### config.mk
export PLATFORM = sky130hd
export DESIGN_NAME = hazard_scoreboard_flat
export DESIGN_NICKNAME = d
export VERILOG_FILES = /design/src/rtl/hazard_pkg.sv /design/src/rtl/hazard_scoreboard_if.sv /design/src/rtl/muldiv_busy_ctr.sv /design/src/rtl/hazard_scoreboard.sv /design/src/flat_wrapper.sv
export SDC_FILE = /design/constraint.sdc
export NUM_CORES = 1
export LEC_CHECK = 0
export CAP_MARGIN = 20
export CORE_ASPECT_RATIO = 0.9
export CORE_MARGIN = 3
export CORE_UTILIZATION = 30
export DETAILED_ROUTE_END_ITERATION = 12
export GPL_ROUTABILITY_DRIVEN = 0
export PLACE_DENSITY = 0.68
export SLEW_MARGIN = 20
export SYNTH_ARGS = -nofsm -noshare
export SYNTH_HDL_FRONTEND = slang
export SYNTH_SLANG_ARGS = --single-unit
### constraint.sdc
create_clock -name clk -period 1.2 [get_ports clk]
set_input_delay 0.12 -clock clk [delete_from_list [all_inputs] [get_ports clk]]
set_output_delay 0.12 -clock clk [all_outputs]
set_load 0.02 [all_outputs]
### src/rtl/hazard_pkg.sv
// rtl/hazard_pkg.sv - shared constants, destination record type and match helper for the hazard scoreboard
package hazard_pkg;

  // Register index width used by the destination record.
  localparam int REG_AW_DFLT = 5;

  // Number of cycles HI/LO stays busy after a mult/div issues.
  localparam int MULDIV_LAT_DFLT = 4;

  // Operand source selects presented to the EX-stage operand muxes.
  localparam logic [1:0] FWD_RF  = 2'b00;
  localparam logic [1:0] FWD_MEM = 2'b01;
  localparam logic [1:0] FWD_WB  = 2'b10;

  // One in-flight instruction's destination as seen by the scoreboard.
  typedef struct packed {
    logic [REG_AW_DFLT-1:0] rd;
    logic                   wr_valid;
    logic                   is_load;
  } dest_rec_t;

  // Reads of a source operand hit a record only if that record really writes.
  // wr_valid is never set for $0, so $0 can never hit.
  function automatic logic rec_match(input logic [REG_AW_DFLT-1:0] src,
                                     input logic uses,
                                     input dest_rec_t rec);
    return uses & rec.wr_valid & (src == rec.rd);
  endfunction

endpackage

### src/rtl/hazard_scoreboard_if.sv
// rtl/hazard_scoreboard_if.sv - ID-stage request and hazard/forwarding response bundle
interface hazard_scoreboard_if
  import hazard_pkg::*;
#(
  parameter int REG_AW = REG_AW_DFLT
);
  logic              id_valid;
  logic [REG_AW-1:0] id_rs;
  logic [REG_AW-1:0] id_rt;
  logic              id_uses_rs;
  logic              id_uses_rt;
  logic [REG_AW-1:0] id_rd;
  logic              id_reg_write;
  logic              id_mem_read;
  logic              id_muldiv;
  logic              id_hilo_read;
  logic              flush;
  logic              stall;
  logic              bubble;
  logic [1:0]        fwd_a_sel;
  logic [1:0]        fwd_b_sel;
  logic              muldiv_busy;

  // Pipeline control side: presents the ID instruction, consumes stall/forwarding.
  modport master (
    output id_valid, id_rs, id_rt, id_uses_rs, id_uses_rt, id_rd,
           id_reg_write, id_mem_read, id_muldiv, id_hilo_read, flush,
    input  stall, bubble, fwd_a_sel, fwd_b_sel, muldiv_busy
  );

  // Scoreboard side.
  modport slave (
    input  id_valid, id_rs, id_rt, id_uses_rs, id_uses_rt, id_rd,
           id_reg_write, id_mem_read, id_muldiv, id_hilo_read, flush,
    output stall, bubble, fwd_a_sel, fwd_b_sel, muldiv_busy
  );
endinterface

### src/rtl/muldiv_busy_ctr.sv
// rtl/muldiv_busy_ctr.sv - HI/LO busy down-counter, reloaded on every issued mult/div
module muldiv_busy_ctr
  import hazard_pkg::*;
#(
  parameter int LAT = MULDIV_LAT_DFLT
) (
  input  logic clk,
  input  logic rst,
  input  logic load_i,
  output logic busy_o
);
  localparam int W = $clog2(LAT + 1);

  logic [W-1:0] cnt_q;
  logic [W-1:0] cnt_d;

  // Reload wins over decrement so back-to-back mult/div extends the busy window.
  always_comb begin
    cnt_d = cnt_q;
    if (load_i) begin
      cnt_d = W'(LAT);
    end else if (cnt_q != '0) begin
      cnt_d = cnt_q - 1'b1;
    end
  end

  // Counter register, cleared asynchronously.
  always_ff @(posedge clk or posedge rst) begin
    if (rst) begin
      cnt_q <= '0;
    end else begin
      cnt_q <= cnt_d;
    end
  end

  assign busy_o = (cnt_q != '0);

endmodule

### src/rtl/hazard_scoreboard.sv
// rtl/hazard_scoreboard.sv - in-flight destination tracking, load-use stall and registered forwarding selects (optional HI/LO interlock: MULDIV_BUSY_EN)
module hazard_scoreboard
  import hazard_pkg::*;
#(
  parameter int REG_AW     = REG_AW_DFLT,
  parameter int MULDIV_LAT = MULDIV_LAT_DFLT
) (
  input  logic                clk,
  input  logic                rst,
  hazard_scoreboard_if.slave  hz
);
  dest_rec_t  id_rec;
  dest_rec_t  ex_q;
  dest_rec_t  mem_q;
  dest_rec_t  wb_q;
  logic [1:0] fwd_a_q;
  logic [1:0] fwd_a_d;
  logic [1:0] fwd_b_q;
  logic [1:0] fwd_b_d;
  logic [REG_AW-1:0] rs;
  logic [REG_AW-1:0] rt;
  logic       load_use;
  logic       hilo_hazard;
  logic       busy;
  logic       stall;
  logic       bubble;
  logic       unused_ok;

  assign rs = hz.id_rs;
  assign rt = hz.id_rt;

  // Record for the instruction in ID; a write to $0 is treated as no write.
  always_comb begin
    id_rec          = '0;
    id_rec.rd       = hz.id_rd;
    id_rec.wr_valid = hz.id_reg_write & (hz.id_rd != '0);
    id_rec.is_load  = hz.id_mem_read;
  end

  // Load-use: the load's data only exists after MEM, so a reader right behind it must wait.
  assign load_use = hz.id_valid & ex_q.is_load &
                    (rec_match(rs, hz.id_uses_rs, ex_q) | rec_match(rt, hz.id_uses_rt, ex_q));

`ifdef MULDIV_BUSY_EN
  muldiv_busy_ctr #(
    .LAT (MULDIV_LAT)
  ) u_busy_ctr (
    .clk    (clk),
    .rst    (rst),
    .load_i (hz.id_muldiv & ~bubble),
    .busy_o (busy)
  );
  assign hilo_hazard = hz.id_valid & hz.id_hilo_read & busy;
`else
  assign busy        = 1'b0;
  assign hilo_hazard = 1'b0;
`endif

  // A taken branch kills the ID instruction, so there is nothing left to stall.
  assign stall  = (load_use | hilo_hazard) & ~hz.flush;
  assign bubble = stall | hz.flush | ~hz.id_valid;

  // Select computed against today's EX/MEM, which are MEM/WB when this instruction reaches EX.
  always_comb begin
    fwd_a_d = FWD_RF;
    fwd_b_d = FWD_RF;
    if (!bubble) begin
      if (rec_match(rs, hz.id_uses_rs, ex_q)) begin
        fwd_a_d = FWD_MEM;
      end else if (rec_match(rs, hz.id_uses_rs, mem_q)) begin
        fwd_a_d = FWD_WB;
      end
      if (rec_match(rt, hz.id_uses_rt, ex_q)) begin
        fwd_b_d = FWD_MEM;
      end else if (rec_match(rt, hz.id_uses_rt, mem_q)) begin
        fwd_b_d = FWD_WB;
      end
    end
  end

  // Record shift and select registers advance every edge; a bubble enters EX as an empty record.
  always_ff @(posedge clk or posedge rst) begin
    if (rst) begin
      ex_q    <= '0;
      mem_q   <= '0;
      wb_q    <= '0;
      fwd_a_q <= FWD_RF;
      fwd_b_q <= FWD_RF;
    end else begin
      wb_q    <= mem_q;
      mem_q   <= ex_q;
      ex_q    <= bubble ? dest_rec_t'('0) : id_rec;
      fwd_a_q <= fwd_a_d;
      fwd_b_q <= fwd_b_d;
    end
  end

  assign hz.stall       = stall;
  assign hz.bubble      = bubble;
  assign hz.fwd_a_sel   = fwd_a_q;
  assign hz.fwd_b_sel   = fwd_b_q;
  assign hz.muldiv_busy = busy;

  // WB record and the HI/LO inputs are kept for visibility even when no logic consumes them.
  assign unused_ok = ^{wb_q, mem_q.is_load, hz.id_muldiv, hz.id_hilo_read, (MULDIV_LAT != 0)};

endmodule

### src/flat_wrapper.sv
// flat-port wrapper written by rule: the top's interface ports become plain ports
module hazard_scoreboard_flat import hazard_pkg::*;
#(
  parameter int REG_AW     = REG_AW_DFLT,
  parameter int MULDIV_LAT = MULDIV_LAT_DFLT
)
  (clk, rst, hz_id_valid, hz_id_rs, hz_id_rt, hz_id_uses_rs, hz_id_uses_rt, hz_id_rd, hz_id_reg_write, hz_id_mem_read, hz_id_muldiv, hz_id_hilo_read, hz_flush, hz_stall, hz_bubble, hz_fwd_a_sel, hz_fwd_b_sel, hz_muldiv_busy);
  hazard_scoreboard_if #(.REG_AW(REG_AW)) hz_i ();
  input  logic clk;
  input  logic rst;
  input wire logic [$bits(hz_i.id_valid)-1:0] hz_id_valid;
  input wire logic [$bits(hz_i.id_rs)-1:0] hz_id_rs;
  input wire logic [$bits(hz_i.id_rt)-1:0] hz_id_rt;
  input wire logic [$bits(hz_i.id_uses_rs)-1:0] hz_id_uses_rs;
  input wire logic [$bits(hz_i.id_uses_rt)-1:0] hz_id_uses_rt;
  input wire logic [$bits(hz_i.id_rd)-1:0] hz_id_rd;
  input wire logic [$bits(hz_i.id_reg_write)-1:0] hz_id_reg_write;
  input wire logic [$bits(hz_i.id_mem_read)-1:0] hz_id_mem_read;
  input wire logic [$bits(hz_i.id_muldiv)-1:0] hz_id_muldiv;
  input wire logic [$bits(hz_i.id_hilo_read)-1:0] hz_id_hilo_read;
  input wire logic [$bits(hz_i.flush)-1:0] hz_flush;
  output wire logic [$bits(hz_i.stall)-1:0] hz_stall;
  output wire logic [$bits(hz_i.bubble)-1:0] hz_bubble;
  output wire logic [$bits(hz_i.fwd_a_sel)-1:0] hz_fwd_a_sel;
  output wire logic [$bits(hz_i.fwd_b_sel)-1:0] hz_fwd_b_sel;
  output wire logic [$bits(hz_i.muldiv_busy)-1:0] hz_muldiv_busy;
  assign hz_i.id_valid = hz_id_valid;
  assign hz_i.id_rs = hz_id_rs;
  assign hz_i.id_rt = hz_id_rt;
  assign hz_i.id_uses_rs = hz_id_uses_rs;
  assign hz_i.id_uses_rt = hz_id_uses_rt;
  assign hz_i.id_rd = hz_id_rd;
  assign hz_i.id_reg_write = hz_id_reg_write;
  assign hz_i.id_mem_read = hz_id_mem_read;
  assign hz_i.id_muldiv = hz_id_muldiv;
  assign hz_i.id_hilo_read = hz_id_hilo_read;
  assign hz_i.flush = hz_flush;
  assign hz_stall = hz_i.stall;
  assign hz_bubble = hz_i.bubble;
  assign hz_fwd_a_sel = hz_i.fwd_a_sel;
  assign hz_fwd_b_sel = hz_i.fwd_b_sel;
  assign hz_muldiv_busy = hz_i.muldiv_busy;
  hazard_scoreboard #(.REG_AW(REG_AW), .MULDIV_LAT(MULDIV_LAT)) u_core (.clk(clk), .rst(rst), .hz(hz_i));
endmodule
Word level (Yosys, flattened, before mapping)
Cells that the tools add are included.
Widths: inputs -> output; s select.
{"block": "classes", "add_sub_neg": 0, "mul": 0, "div": 0, "order_cmp": 0, "eq_ne": 4, "shifts": 0, "n_mux": 7, "n_bitwise": 17, "reduce_logical": 1}
{"operator": "$eq 5x5->1", "count": 4}
{"operator": "$and 1x1->1", "count": 12}
{"operator": "$mux 2", "count": 6}
{"operator": "$mux 7", "count": 1}
{"operator": "$reduce_bool 5->1", "count": 1}
{"operator": "$or 1x1->1", "count": 3}
{"operator": "$not 1->1", "count": 2}
{"block": "totals", "ff_bits": 17, "latch_bits": 0, "mem_bits_rw": 0, "rom_bits": 0, "in_bits": 25, "output_inout_bits": 7, "elab_cells": 36, "memories": 0}

Depth between registers and ports, before layout
{"block": "logic_depth", "ltp_word": 8, "ltp_mapped": 4, "ltp_nobuf": 4}

Worst setup path before layout
Ideal clock, no wire load.
{"block": "synth_path", "path_kind": "flip-flop to output port", "startpoint": "register u_core.ex_q[4] (netlist bit)", "endpoint": "output hz_stall", "arrival_ps": 1222, "required_ps": 1080, "slack_ps": -142, "path_stages_with_launch": 5, "n_path_buf": 0, "cell_sequence": "dfrtp_1 -> xnor2_1 -> nand4_2 -> nor2_2 -> o211a_1"}
{"block": "synth_between", "elab_chain_cells": 5, "elab_cells_between_ends": 7, "classes_between": "2 x eq/ne; 5 x bitwise"}
{"item": "from (decl)", "line_no": "hazard_scoreboard.sv:13", "text": "dest_rec_t ex_q;"}
{"item": "from (signal assigned)", "line_no": "hazard_scoreboard.sv:92", "text": "ex_q <= bubble ? dest_rec_t'('0) : id_rec;"}
{"item": "$eq 5x5->1", "line_no": "hazard_pkg.sv:27", "text": "return uses & rec.wr_valid & (src == rec.rd);"}
{"item": "$and 1x1->1", "line_no": "hazard_pkg.sv:27"}
{"item": "$or 1x1->1 (*)", "line_no": "hazard_scoreboard.sv:42", "text": "(rec_match(rs, hz.id_uses_rs, ex_q) | rec_match(rt, hz.id_uses_rt, ex_q));"}
{"item": "$and 1x1->1 (*)", "line_no": "hazard_scoreboard.sv:41", "text": "assign load_use = hz.id_valid & ex_q.is_load &"}
{"item": "$and 1x1->1 (*)", "line_no": "hazard_scoreboard.sv:60", "text": "assign stall = (load_use | hilo_hazard) & ~hz.flush;"}
{"item": "to (decl)", "line_no": "flat_wrapper.sv:22", "text": "output wire logic [$bits(hz_i.stall)-1:0] hz_stall;"}
Every way passes the cells marked *; elsewhere a longest branch is shown, timed or not.

Worst setup path in the final report
Ends and elaborated chain as after synthesis.

==> run summary <==
leading cell type by number of instances after synthesis: sky130_fd_sc_hd__xnor2_1
total clock buffers created by CTS: 3
total iterations of the first detailed-routing run: 3
post-layout power: 0.00118 W
met3 layer wire length in the routed design: 118 µm
Final min period: 1630 ps
buffer and inverter count on the worst path: 1
delay of the slowest cell on the worst path: 460 ps
number of antenna violations at the first check in global routing: 0
clock latency on the worst-skew pair: 280 ps
cell with the biggest individual delay on the critical path: sky130_fd_sc_hd__dfrtp_2
Avg Vias per Cell: 4.26
number of buffers inserted by port buffering: 28
root buf cell: sky130_fd_sc_hd__clkbuf_4
Setup Crit Path Kind: reg2out
topmost layer with routed signal wires: met4
DR vias: 678
width of the die: 62.5 µm
hold-fix buffer count after cts: 0
area leader, netlist: sky130_fd_sc_hd__dfrtp_1
wire length on met1: 750 µm
global-route wire length before repair: 3030 µm
power density over the cells: 803 nW/µm²
buffers from clock root to sink, at most: 2
number of different library cells in the post-synthesis netlist: 18
post-placement setup slack: -820 ps
proportion of synthesized chip area in sequential cells: 0.493
via count of the first global-routing pass: 735
number of routed nets with antenna violations: 0
leakage power: 0.638 nW
total number of yosys warnings: 0
violations in the final reports: negative setup slack
data arrival time at the worst-slack endpoint: 1510 ps
kind of cell adding the most delay to the critical path: flip-flops
Iteration-0 DRC Markers: 12
clock tree from TritonCTS: yes
Die ar.: 3550 µm²
Highest Clock Rate: 615 MHz
mean cell area of the mapped netlist: 11.5 µm²
total routed wirelength: 1770 µm
data required time of the critical path: 1080 ps
fin nets: 147
number of top-level pins: 32
pin count of the biggest net entering global routing: 18
cell count after synthesis: 75
number of standard cells in the layout, taps in and fillers out: 159
Initial Util: 0.332
Worst R2R Start: u_core.ex_q[2]$_DFF_PP0_
final setup vio count: 13
row count: 17
fraction of final layout cells sized beyond drive strength 1: 0.421
cell area after synthesis: 862 µm²
core area: 2590 µm²
path class of the lowest-slack min-delay path: in2async
maximum vdd ir drop: 0.000564 V
type of origin of the critical path: flip-flop
synthesis-stage register bit count: 17
Remaining Overflow, GRT: 0
Antenna diodes: 0
number of remaining DRC errors: 0
Worst Setup End Kind: primary output
number of flops mapped to enable cells by yosys: 0
Final Skew: 1.55 ps
reg-to-reg endpoint: u_core.ex_q[1]$_DFF_PP0_
Final Hold Violating Endpoints: 0
ranking of synthesized cells by instance count: 20 x sky130_fd_sc_hd__xnor2_1, 17 x sky130_fd_sc_hd__dfrtp_1, 7 x sky130_fd_sc_hd__inv_1, 7 x sky130_fd_sc_hd__nand4_1, 6 x sky130_fd_sc_hd__nor2_1
Max Fanout on Critical Path: 3
setup repair after global routing missed its margin: true
async set or reset register ratio after synthesis: 1.00
final worst-path setup slack: -427 ps
depth of the worst register-to-register path: 5
net count of the mapped netlist: 100
most used flip-flop cell after synthesis: sky130_fd_sc_hd__dfrtp_1
area share of the leading cell type in the synthesized netlist: 0.493
CTS Sinks: 17
overall die height: 56.9 µm
depth of the CTS H-tree: 1
met2 routed WL: 885 µm
Register-to-Register Setup Slack: -160 ps
number of max-slew violations in the final report: 0
number of placed cells counting well taps: 154
outcome: finished, violations left
Synth area leaders: sky130_fd_sc_hd__dfrtp_1 49%, sky130_fd_sc_hd__xnor2_1 20%, sky130_fd_sc_hd__nand4_1 5.1%
fin crit share: 1.36
area growth from synthesis to layout: 70.4%
Critical Path, Cell by Cell: xnor2_2, nand4_4, nor2_4, o211a_4, buf_6
total routing resource utilization after global routing: 0.110
dpl hpwl: 1480 µm
Layout fillers: 242
CTS clock-pin slew for the worst setup and hold paths: 100 ps
post-detailed-route wirelength per cell: 11.1 µm
Max Cap Violations: 0
==> state kept, by name, summed over array words and instances, names as in the netlist <==
register / count
u_core.hz.fwd_b_sel: 2
u_core.mem_q: 6
u_core.ex_q: 7
u_core.hz.fwd_a_sel: 2
==> layout make-up <==
class	count	area, µm²	area share
multi-input combinational	50	542	0.369
inverter	7	26.3	0.0179
timing repair buffer	43	394	0.268
sequential	17	432	0.294
clock buffer	3	22.5	0.0153
tap	38	47.5	0.0324
clock inverter	1	5.00	0.00341
==> worst reg2reg max path, cell delays in order, from the launching register on <==
cell and delay (ps):
sky130_fd_sc_hd__dfrtp_2 460, sky130_fd_sc_hd__xnor2_2 160, sky130_fd_sc_hd__nand4_1 160, sky130_fd_sc_hd__o221ai_4 270, sky130_fd_sc_hd__buf_6 170, sky130_fd_sc_hd__nor2_2 40
==> timing repair <==
item	CTS	global route
resized for setup	33	8
setup endpoints to repair	17	13
setup buffers	2	1
pin swaps	13	2
==> cells by family (layout without fill, tap and decap cells) <==
| kind of cell | after synthesis | after routing | synth area share |
|---|---|---|---|
| xor+xnor | 20 | 20 | 0.203 |
| other cells | 1 | 1 | 0.00435 |
| buf+inv | 8 | 54 | 0.0392 |
| flops | 17 | 17 | 0.493 |
| compound gates | 5 | 5 | 0.0827 |
| simple gates | 24 | 24 | 0.177 |
==> metrics by stage <==
stage	hold slack (ps)	cell area [µm²]	utilization	TNS (ps)
floorplan	46.1	880	-	-741
global placement	419	1310	0.503	-5500
detailed placement	420	1310	0.503	-5660
CTS	122	1440	0.554	-2850
global route	166	1470	0.566	-3530
finish	126	1470	0.566	-2420
==> per-layer routing <==
| metal | global-route usage | up-vias |
|---|---|---|
| li1 | - | 350 |
| met1 | 0.120 | 301 |
| met2 | 0.195 | 25 |
| met3 | 0.0480 | 2 |
| met4 | 0.0283 | 0 |
| met5 | 0 | - |
==> where the power goes <==
part | leakage (nW) | internal (W) | switching [W]
clock network | 0.0177 | 0.000124 | 0.000174
logic | 0.397 | 0.000164 | 0.000108
registers | 0.223 | 0.000591 | 0.0000197
total | 0.638 | 0.000878 | 0.000302
==> cells in the final DEF, fill, tap and decap left out, drive strengths merged <==
master,count
dfrtp,17
buf,17
clkdlybuf4s50,22
o211a,1
and3b,2
clkinv,1
and2,1
and2b,1
nand3,2
nor2,9
inv,7
clkbuf,3
xnor2,20
conb,1
o21ai,1
o221ai,1
dlygate4sd2,4
nand4,9
a2111oi,2
==> how the worst max path moves through the flow <==
stage | cells after the start | endpoint | startpoint
after floorplan | 4 | u_core.ex_q[0]$_DFF_PP0_ | u_core.ex_q[6]$_DFF_PP0_
after global placement | 6 | hz_stall | hz_id_rs[0]
after detailed placement | 6 | hz_stall | hz_id_rt[3]
after CTS | 5 | hz_stall | u_core.ex_q[6]$_DFF_PP0_
after global routing | 4 | hz_bubble | u_core.ex_q[2]$_DFF_PP0_
final | 5 | hz_stall | u_core.ex_q[4]$_DFF_PP0_
Note: power is estimated with default switching activity, not from simulation.
